**src/rtl/event_counter.sv**
```systemverilog
// Debounced sensor event counter, 0..9999, with alarm and sticky overflow.
// A 2-flop synchronizer feeds a 4-state debounce FSM whose rise pulse drives the count.
module event_counter #(
  parameter int DEBOUNCE_CYCLES = 500000,
  parameter int ALARM_LEVEL     = 9000,
  parameter int WRAP            = 1
) (
  input  logic        clk,
  input  logic        rst,
  input  logic        sensor_in,
  input  logic        enable,
  input  logic        clr,
  output logic [13:0] count,
  output logic        count_evt,
  output logic        alarm,
  output logic        overflow
);

  localparam int CW = $clog2(DEBOUNCE_CYCLES);
  localparam logic [CW-1:0] CMAX = CW'(DEBOUNCE_CYCLES - 1);
  localparam logic [CW-1:0] ONE = CW'(1);
  localparam logic [13:0] MAXC = 14'd9999;
  localparam logic [13:0] ALARM_C = 14'(ALARM_LEVEL);

  typedef enum logic [1:0] {
    STABLE_LO,
    CHECK_HI,
    STABLE_HI,
    CHECK_LO
  } state_t;

  logic          s1;
  logic          s2;
  state_t        state;
  state_t        state_nxt;
  logic [CW-1:0] dcnt;
  logic [CW-1:0] dcnt_nxt;
  logic          rise;
  logic          rise_nxt;

  logic [13:0]   count_nxt;
  logic          evt_nxt;
  logic          ovf_nxt;
  logic          alarm_nxt;

  always_ff @(posedge clk) begin
    if (rst) begin
      s1 <= 1'b0;
      s2 <= 1'b0;
    end else begin
      s1 <= sensor_in;
      s2 <= s1;
    end
  end

  always_ff @(posedge clk) begin
    if (rst) begin
      state <= STABLE_LO;
      dcnt  <= '0;
      rise  <= 1'b0;
    end else begin
      state <= state_nxt;
      dcnt  <= dcnt_nxt;
      rise  <= rise_nxt;
    end
  end

  always_comb begin
    state_nxt = state;
    dcnt_nxt  = dcnt;
    unique case (state)
      STABLE_LO: begin
        if (s2) begin
          state_nxt = CHECK_HI;
          dcnt_nxt  = ONE;
        end
      end
      CHECK_HI: begin
        if (!s2) begin
          state_nxt = STABLE_LO;
        end else if (dcnt == CMAX) begin
          state_nxt = STABLE_HI;
        end else begin
          dcnt_nxt = dcnt + ONE;
        end
      end
      STABLE_HI: begin
        if (!s2) begin
          state_nxt = CHECK_LO;
          dcnt_nxt  = ONE;
        end
      end
      CHECK_LO: begin
        if (s2) begin
          state_nxt = STABLE_HI;
        end else if (dcnt == CMAX) begin
          state_nxt = STABLE_LO;
        end else begin
          dcnt_nxt = dcnt + ONE;
        end
      end
      default: state_nxt = STABLE_LO;
    endcase
  end

  // Registered so the count lands DEBOUNCE_CYCLES+3 edges after the input.
  always_comb begin
    rise_nxt = (state == CHECK_HI) && s2 && (dcnt == CMAX);
  end

  always_comb begin
    count_nxt = count;
    evt_nxt   = 1'b0;
    ovf_nxt   = overflow;
    if (clr) begin
      count_nxt = '0;
      ovf_nxt   = 1'b0;
    end else if (rise && enable) begin
      if (count == MAXC) begin
        ovf_nxt = 1'b1;
        if (WRAP != 0) begin
          count_nxt = '0;
          evt_nxt   = 1'b1;
        end
      end else begin
        count_nxt = count + 14'd1;
        evt_nxt   = 1'b1;
      end
    end
    alarm_nxt = (count_nxt >= ALARM_C);
  end

  always_ff @(posedge clk) begin
    if (rst) begin
      count     <= '0;
      count_evt <= 1'b0;
      alarm     <= (ALARM_LEVEL == 0);
      overflow  <= 1'b0;
    end else begin
      count     <= count_nxt;
      count_evt <= evt_nxt;
      alarm     <= alarm_nxt;
      overflow  <= ovf_nxt;
    end
  end

endmodule

```
**config.mk**
```make
export PLATFORM = sky130hd
export DESIGN_NAME = event_counter
export DESIGN_NICKNAME = d
export VERILOG_FILES = /design/src/rtl/event_counter.sv
export SDC_FILE = /design/constraint.sdc
export NUM_CORES = 1
export LEC_CHECK = 0
export ABC_AREA = 1
export CAP_MARGIN = 20
export CORE_ASPECT_RATIO = 1.75
export CORE_UTILIZATION = 37
export DETAILED_ROUTE_END_ITERATION = 6
export PLACE_DENSITY = 0.56
export SLEW_MARGIN = 25
export SYNTH_ARGS = -nofsm -noshare
export SYNTH_HDL_FRONTEND = slang
export SYNTH_SLANG_ARGS = --single-unit
export TNS_END_PERCENT = 1
```
**constraint.sdc**
```tcl
create_clock -name clk -period 3 [get_ports clk]
set_input_delay 0.6 -clock clk [delete_from_list [all_inputs] [get_ports clk]]
set_output_delay 0.6 -clock clk [all_outputs]
set_load 0.02 [all_outputs]
```
==> run_results.csv, run 1 <==
group,metric,value,unit
critical_path,required_arrival_time_at_the_worst_endpoint,3.23,ns
power,max-vdd-ir-drop,0.232,mV
route,detail_route.vias_per_cell,5.08,
route,detail_route.wl_per_cell,13.4,um
timing,fin_worst_skew,0.00492,ns
synth,synth.net_count,345,
floorplanning,num_rows,36,
critical_path,cpPeakStageDelay,0.62,ns
final_layout,antenna_cells_inserted,0,
final_layout,fin_area,2580,um2
route,vias,2224,
power,leakage,0.954,nW
timing,timing.final.hold_violations,0,
clock_network,cts.repair_timing.setup_buffer_count,0,
floorplanning,io_pins,22,
place,placement.cell_area,2480,um2
synth,synth-edff-count,0,
place,hpwl,4480,um
run,cap_violations,0,
clock_network,ctsResizeCount,0,
synth,synth_seq_cells,41,
route,route.final.wire_length,5850,um
timing,achievable-frequency,401,MHz
clock_network,cts.path.max_buffers,2,
grt,grt_pass1_vias,2184,
timing,timing.slew.headroom,46.2,%
power,pwr_per_cell_area,383,nW/um2
place,gp_congestion,0.900,
route,first_iter_violations,96,
place,dpl.cell_count,430,
floorplanning,die_y,104,um
route,detail_route.drc_violations,0,
critical_path,critPathSlowestCell,"nor2_2",
floorplanning,placeableCoreArea,5630,um2
critical_path,startpoint_to_endpoint_class_of_the_critical_path,"flop to flop",
timing,fin_crit,2.49,ns
final_layout,post_route_cells_drive_above_1_share,5.25,%
power,finalPower,0.000991,W
synth,yosysUniqueCellTypes,28,
synth,ys_seq_area_share,37.3,%
floorplanning,effective_utilization_at_floorplan,39.1,%
critical_path,path_delay_family,"simple AND/OR/NAND/NOR gates",
timing,rsz_0062_raised_after_global_routing,"no",
grt,global_route_wire_length_before_repair,9940,um
timing,finalSetupTns,0,ns
synth,asyncSetResetFlopFracSynth,0,%
timing,hold-worst-slack,0.416,ns
min_path,timing.hold.worst.class,"flop to flop",
synth,avg_synthesized_cell_area,6.52,um2
synth,synth_ff_type,"dfxtp_1",
route,drt_first_pass_iters,5,
critical_path,worstSetupStartpointType,"flop",
clock_network,holdBufCountCts,0,
grt,antenna_violations_before_repair,0,
clock_network,clk_pin_slew,0.08,ns
grt,gr-total-overflow,0,
synth,synth_area,2200,um2
critical_path,crit_buf_inv,2,
grt,grt_usage,20.7,%
clock_network,cts_buffers,5,
clock_network,cts_sinks,41,
clock_network,tritoncts,"done",
timing,number_of_failing_setup_endpoints_in_the_final_timing_report,0,
timing,min_period_over_period,83.0,%
final_layout,layout-area-overhead-vs-synth,17.3,%
place,port_buffers,21,
clock_network,clk_latency,0.29,ns
final_layout,nets_finish,368,
critical_path,timing.critical_path.mode_cell,"nor2_2",
route,drt.antenna.violating_nets,0,
clock_network,cts_max_level,2,
critical_path,critPathArrivalTime,2.73,ns
floorplanning,floorplan.die_area,6280,um2
outcome,status,"finished, final reports clean",
floorplanning,die_x,60.3,um
final_layout,final-instance-count-excl-fill,438,
clock_network,cts_root_buffer,"clkbuf_8",
timing,tightest_pin_transition,0.806,ns
timing,maxSlewViolCount,0,
critical_path,critical_path.max_fanout,21,
grt,maximum_number_of_pins_on_one_net_before_global_route_repair,22,
synth,post_synth_inst_count,338,
critical_path,path_cells,"ha_1 > nand3_2 > inv_2 > nand4_1 > nor2_2 > nor2_2 > clkinv_2 > o21ai_0 > nand2_1 > nor2_1",
synth,yosys_warnings,0,
critical_path,end_kind,"flop",
[cells by family (layout without fill, tap and decap cells)]
group | count (synthesis) | in the layout | share of synthesized area [%]
simple gates | 206 | 206 | 41.3
buf+inv | 48 | 72 | 9.03
flops | 41 | 41 | 37.3
compound gates | 33 | 33 | 8.06
xor+xnor | 8 | 8 | 3.18
fa+ha+maj | 2 | 2 | 1.14
[where the power goes]
part           total (W)  internal, W  leakage, nW  switching, W
Combinational  0.0000354    0.0000111        0.569     0.0000242
Clock           0.000408     0.000208       0.0542      0.000199
Sequential      0.000548     0.000546        0.331    0.00000187
[Yosys cell counts, types with 5 or more instances]
cell | number | area share [%]
nand4_1 | 15 | 4.3
nand3_1 | 30 | 6.8
o21ai_0 | 6 | 1.4
nand3b_1 | 5 | 1.7
nor3_1 | 13 | 3.0
dfxtp_1 | 41 | 37
nor2_1 | 53 | 9.0
a21oi_1 | 20 | 4.5
nand2_1 | 82 | 14
xor2_1 | 7 | 2.8
inv_1 | 38 | 6.5
[per-layer routing]
| metal | share of wire, % | global-route usage (%) | wire (um) |
|---|---|---|---|
| met5 | 0 | 0 | 0 |
| met3 | 2.0 | 2.86 | 118 |
| met1 | 38 | 21.9 | 2240 |
| met2 | 55 | 36.0 | 3220 |
| met4 | 4.6 | 13.1 | 272 |
[state kept, by name, summed over array words and instances, names as in the netlist, named ones only]
name       flops
alarm          1
count         14
count_evt      1
dcnt          19
overflow       1
rise           1
s1             1
s2             1
state          1
[stage by stage]
step | utilization [%] | worst slack [ns]
after floorplan | - | 1.34
after global placement | 44.1 | 0.440
after detailed placement | 44.1 | 0.454
after CTS | 45.9 | 0.487
after global routing | 45.9 | 0.171
final | 45.9 | 0.509
[worst register-to-register path, delay by kind of cell, from the launching register on]
kind / cells / cell delay [ns]
buffers and inverters: 2 / 0.46
and+or+nand+nor: 6 / 1.07
adders and majority gates: 1 / 0.30
DFF: 1 / 0.37
AOI/OAI and AO/OA: 1 / 0.25
[path summary, 6_finish.rpt]
check | startpoint | endpoint | slack [ns] | depth (start not counted)
worst min-delay path | s1 | s2 | 0.42 | 2
worst max register to register | dcnt[0] | dcnt[4] | 0.51 | 10
worst min register to register | s1 | s2 | 0.42 | 2
worst max-delay path | dcnt[0] | dcnt[4] | 0.51 | 10
[area by class of cell]
cell class	count	area (um2)
Timing Repair Buffer	24	233
Multi-Input combinational cell	249	1180
Clock buffer	7	96.3
Tap cell	76	95.1
Inverter	40	151
Clock inverter	1	5.00
Fill cell	611	3050
Sequential cell	41	821
[placed cells by master, fill, tap and decap left out, types with 3 or more instances in the layout]
cell type / count
a21oi_1: 20
dfxtp_1: 41
nor2_1: 53
nand3_1: 30
nand4_1: 15
o21ai_0: 6
nand3b_1: 5
xor2_1: 7
buf_4: 3
nand2_1: 82
o21ai_1: 3
nor3_1: 13
clkbuf_8: 7
inv_1: 38
clkdlybuf4s50_1: 21
(Power assumes the default switching activity.)
==> run 2: changes to the inputs <==
--- a/config.mk
+++ b/config.mk
@@ -10,7 +10,7 @@
 export CORE_ASPECT_RATIO = 1.75
 export CORE_UTILIZATION = 37
 export DETAILED_ROUTE_END_ITERATION = 6
-export PLACE_DENSITY = 0.56
+export PLACE_DENSITY = 0.58
 export SLEW_MARGIN = 25
 export SYNTH_ARGS = -nofsm -noshare
 export SYNTH_HDL_FRONTEND = slang
==> constraint.sdc (replaced) <==
create_clock -name clk -period 2.09 [get_ports clk]
set_input_delay 0.418 -clock clk [delete_from_list [all_inputs] [get_ports clk]]
set_output_delay 0.418 -clock clk [all_outputs]
set_load 0.02 [all_outputs]
==> run 2 against run 1 <==
Setup slack lost 0.27 ns. Die area is the same. Global-route usage is essentially flat. Critical path depth is the same. First-iteration DRC count grew 4.2%. Non-clock buffer count grew 16. Sequential share of layout area shrank 1.4 points. Clock-buffer cell count shrank 1. Sequential power grew 43%. Clock power grew 33%. Core utilization grew 2.2 points.
==> run_results.csv, run 2 (synthesis results as in run 1) <==
group,metric,value,unit
route,route.final.wire_length,6010,um
floorplanning,die_x,60.3,um
route,drt_first_pass_iters,4,
grt,gr-total-overflow,0,
run,cap_violations,0,
power,pwr_per_cell_area,512,nW/um2
final_layout,top_register,"dcnt",
power,max-vdd-ir-drop,0.353,mV
route,detail_route.drc_violations,0,
place,gp_congestion,0.932,
critical_path,critPathArrivalTime,2.04,ns
outcome,status,"finished, final reports clean",
route,vias,2287,
final_layout,final_cell_mix,"nand2_1, nor2_1, dfxtp_1",
clock_network,holdBufCountCts,0,
clock_network,cts_sinks,41,
grt,antenna_violations_before_repair,0,
critical_path,required_arrival_time_at_the_worst_endpoint,2.28,ns
timing,rsz_0062_raised_after_global_routing,"no",
critical_path,worstSetupStartpointType,"input port",
grt,global_route_wire_length_before_repair,9850,um
place,dpl.cell_count,446,
timing,number_of_failing_setup_endpoints_in_the_final_timing_report,0,
final_layout,layout-area-overhead-vs-synth,22.9,%
grt,grt_pass1_vias,2320,
route,first_iter_violations,100,
floorplanning,effective_utilization_at_floorplan,39.1,%
route,detail_route.wl_per_cell,13.2,um
final_layout,final-instance-count-excl-fill,454,
timing,timing.slew.headroom,64.7,%
timing,timing.final.hold_violations,0,
critical_path,startpoint_to_endpoint_class_of_the_critical_path,"input port to flop",
timing,fin_worst_skew,0.00564,ns
clock_network,cts_buffers,5,
timing,min_period_over_period,88.7,%
final_layout,post_route_cells_drive_above_1_share,9.52,%
route,drt.antenna.violating_nets,0,
floorplanning,floorplan.die_area,6280,um2
grt,met1_usage,19.5,%
timing,maxSlewViolCount,0,
place,port_buffers,21,
final_layout,nets_finish,385,
clock_network,cts_root_buffer,"clkbuf_8",
clock_network,clk_pin_slew,0.08,ns
clock_network,tritoncts,"done",
clock_network,clk_latency,0.29,ns
floorplanning,io_pins,22,
floorplanning,die_y,104,um
grt,met3_usage,2.36,%
floorplanning,num_rows,36,
route,detail_route.vias_per_cell,5.04,
min_path,timing.hold.worst.class,"flop to flop",
grt,grt_usage,20.7,%
clock_network,cts.path.max_buffers,2,
power,leakage,1.03,nW
place,hpwl,4610,um
grt,maximum_number_of_pins_on_one_net_before_global_route_repair,22,
floorplanning,placeableCoreArea,5630,um2
timing,tightest_pin_transition,0.526,ns
clock_network,cts_max_level,2,
final_layout,antenna_cells_inserted,0,
power,finalPower,0.00139,W
timing,achievable-frequency,539,MHz
final_layout,largest_register_ff_count,19,
critical_path,critical_path.max_fanout,4,
final_layout,largest_registers,"dcnt (19), count (14)",
timing,fin_crit,1.85,ns
critical_path,end_kind,"flop",
final_layout,final_common_cell,"nand2_1",
grt,busiest_layer,"met2",
grt,met2_usage,39.2,%
==> run 2: cell types whose count changed in the layout (fill, tap and decap cells not counted) <==
cell / previous run / this run
nor2_4: 0 / 1
nor2_1: 53 / 52
nor2_2: 2 / 3
clkinv_2: 2 / 1
buf_4: 3 / 19
clkbuf_8: 7 / 6
clkinvlp_4: 0 / 1
==> run 2: per-stage QoR <==
stage                     area [um2]  utilization, %  hold WS, ns  worst slack [ns]  TNS, ns
after floorplan                 2200               -        0.388             0.429        0
after global placement          2600            46.2        0.392            -0.218    -1.41
after detailed placement        2600            46.2        0.402            -0.263    -1.93
after CTS                       2700            47.9        0.411            0.0730        0
after global routing            2710            48.1        0.423            0.0169        0
final                           2710            48.1        0.408             0.236        0
==> run 2: area by class of cell <==
type	count	area (um2)
clock buffer	6	82.6
inverter	40	151
clock inverter	1	7.51
tap	76	95.1
timing repair buffer	40	353
sequential	41	821
fill	611	2920
multi-input combinational	250	1200
==> run 2: layer usage <==
metal  vias up  wire length [um]
met2        47              3390
li1       1177                 -
met3        25               128
met5         -                 0
met1      1038              2180
met4         0               318
==> run 2: critical path: stages <==
cell and delay (ns):
clkdlybuf4s50_1 0.48, nand3_1 0.11, nor2_1 0.18, nand2_1 0.14
nor2_1 0.23, nand3_1 0.10, nand3_1 0.12, nand2_1 0.06
nor2_1 0.13, a21oi_1 0.08
==> run 2: timing repair <==
item / in CTS / in global routing
cloned: 0 / 1
gates resized for setup: 1 / 1
endpoints found under the setup margin: 15 / 2
buffers inserted: 0 / 0
pin swaps: 0 / 1
==> run 2: where the power goes <==
group	internal (W)	switching (W)	total, W
combinational	0.0000197	0.0000394	0.0000591
sequential	0.000784	0.00000165	0.000785
clock	0.000261	0.000281	0.000542
total	0.00106	0.000322	0.00139
==> run 2: path summary, 6_finish.rpt <==
| kind | startpoint | end | slack, ns | cells past startpoint |
|---|---|---|---|---|
| worst min register to register | s1 | s2 | 0.41 | 2 |
| worst min-delay path | s1 | s2 | 0.41 | 2 |
| worst max-delay path | enable | alarm | 0.24 | 10 |
| worst max register to register | count[0] | alarm | 0.26 | 10 |
==> run 3: changes to the inputs <==
--- a/config.mk
+++ b/config.mk
@@ -6,8 +6,9 @@
 export NUM_CORES = 1
 export LEC_CHECK = 0
 export ABC_AREA = 1
-export CAP_MARGIN = 20
+export CAP_MARGIN = 0
 export CORE_ASPECT_RATIO = 1.75
+export CORE_MARGIN = 3
 export CORE_UTILIZATION = 37
 export DETAILED_ROUTE_END_ITERATION = 6
 export PLACE_DENSITY = 0.58
==> run 3 against run 2 <==
Total power up 2.1%. Cell count down 0.66%. Setup slack worse by 0.058 ns. Fmax down 3.0%. Non-clock buffer count down 4. Worst hold slack better by 0.0075 ns. Core utilization down 0.76 points.
==> run_results.csv, run 3 (synthesis results as in run 1) <==
group,metric,value,unit
clock_network,cts_root_buffer,"clkbuf_8",
clock_network,cts_max_level,2,
route,top_layer_used,"met4",
grt,grt_usage,17.7,%
place,port_buffers,21,
outcome,status,"finished, final reports clean",
grt,antenna_violations_before_repair,0,
power,pwr_per_cell_area,527,nW/um2
timing,achievable-frequency,523,MHz
timing,timing.slew.headroom,65.8,%
timing,number_of_failing_setup_endpoints_in_the_final_timing_report,0,
route,first_iter_violations,179,
final_layout,post_route_cells_drive_above_1_share,8.53,%
timing,timing.final.hold_violations,0,
place,placement.cell_area,2570,um2
route,detail_route.vias_per_cell,5.05,
timing,maxSlewViolCount,0,
critical_path,worstSetupStartpointType,"input port",
clock_network,cts_sinks,41,
clock_network,cts_buffers,5,
floorplanning,num_rows,36,
route,route.final.wire_length,5920,um
power,leakage,1.02,nW
grt,maximum_number_of_pins_on_one_net_before_global_route_repair,22,
timing,tightest_pin_transition,0.509,ns
final_layout,antenna_cells_inserted,0,
floorplanning,effective_utilization_at_floorplan,38.8,%
floorplanning,io_pins,22,
floorplanning,die_x,64.3,um
route,drt.antenna.violating_nets,0,
final_layout,nets_finish,381,
timing,rsz_0062_raised_after_global_routing,"no",
final_layout,fin_area,2690,um2
clock_network,clk_pin_slew,0.08,ns
route,drt-met1-wl,2230,um
final_layout,final_common_cell,"nand2_1",
grt,grt_pass1_vias,2105,
timing,min_period_over_period,91.5,%
critical_path,critPathArrivalTime,2.08,ns
clock_network,tritoncts,"done",
final_layout,largest_registers,"dcnt (19), count (14)",
floorplanning,placeableCoreArea,5680,um2
power,max-vdd-ir-drop,0.314,mV
critical_path,startpoint_to_endpoint_class_of_the_critical_path,"input port to flop",
final_layout,layout.core_utilization,47.3,%
final_layout,final-instance-count-excl-fill,451,
route,drt_first_pass_iters,5,
final_layout,final_cell_mix,"nand2_1, nor2_1, dfxtp_1",
route,wl_met2,3280,um
route,vias,2279,
critical_path,end_kind,"flop",
floorplanning,floorplan.die_area,6950,um2
timing,fin_crit,1.91,ns
critical_path,critical_path.max_fanout,6,
place,hpwl,4500,um
place,gp_congestion,0.984,
min_path,timing.hold.worst.class,"flop to flop",
timing,fin_worst_skew,0.00979,ns
clock_network,clk_latency,0.29,ns
grt,gr-total-overflow,0,
power,finalPower,0.00142,W
grt,global_route_wire_length_before_repair,9690,um
final_layout,largest_register_ff_count,19,
final_layout,layout-area-overhead-vs-synth,21.9,%
route,detail_route.wl_per_cell,13.1,um
final_layout,top_register,"dcnt",
floorplanning,die_y,108,um
place,dpl.cell_count,442,
clock_network,cts.path.max_buffers,2,
timing,finalSetupTns,0,ns
critical_path,required_arrival_time_at_the_worst_endpoint,2.26,ns
route,detail_route.drc_violations,0,
route,dr_wl_met3,218,um
run,cap_violations,0,
-- run 3: cell count changes in the layout (fill, tap and decap cells not counted) --
cell	previous run	this run
nor2_2	3	2
clkinvlp_4	1	0
nor2_1	52	53
buf_4	19	15
clkinv_2	1	2
clkbuf_8	6	7
-- run 3: final timing paths --
path | endpoint | from | slack (ns) | depth (start not counted)
setup / recovery | alarm | enable | 0.18 | 10
hold / removal | s2 | s1 | 0.42 | 2
setup reg to reg | alarm | count[0] | 0.19 | 10
hold reg to reg | s2 | s1 | 0.42 | 2
-- run 3: timing repair --
action                     4_1_cts  5_1_grt
setup buffers                    0        0
setup endpoints to repair       15        1
cloned                           0        1
resized for setup                1        0
pin swaps                        0        1
hold buffers                     0        0
-- run 3: worst max-delay path, cell delays in order --
cell and delay, ns:
clkdlybuf4s50_1 0.48, nand2_1 0.09, nor2_1 0.22, nand3_1 0.19, nand2_1 0.14, inv_1 0.13
nand3_1 0.13, nand2_1 0.06, nor2_1 0.13, a21oi_1 0.09
-- run 3: per-stage QoR --
stage / hold slack (ns) / setup slack, ns
detailed placement: 0.405 / -0.281
finish: 0.416 / 0.178
global placement: 0.398 / -0.220
global route: 0.434 / 0.0313
floorplan: 0.388 / 0.429
CTS: 0.419 / 0.0560
-- run 3: area by class of cell --
class | instances | area, um2
timing repair buffer | 36 | 323
clock inverter | 1 | 5.00
clock buffer | 7 | 96.3
sequential | 41 | 821
multi-input combinational | 250 | 1190
fill | 623 | 2990
inverter | 40 | 151
tap | 76 | 95.1
-- run 3: report_power, final --
part,internal [W],switching [W],leakage (nW)
clock network,0.000299,0.000272,0.0542
registers,0.000784,0.00000158,0.331
logic,0.0000198,0.0000399,0.636
total,0.00110,0.000314,1.02
-- run 3: routing by layer --
| layer | GRT usage (%) | vias up |
|---|---|---|
| li1 | - | 1170 |
| met1 | 18.4 | 1033 |
| met2 | 33.7 | 60 |
| met3 | 2.70 | 16 |
| met4 | 8.77 | 0 |
| met5 | 0 | - |
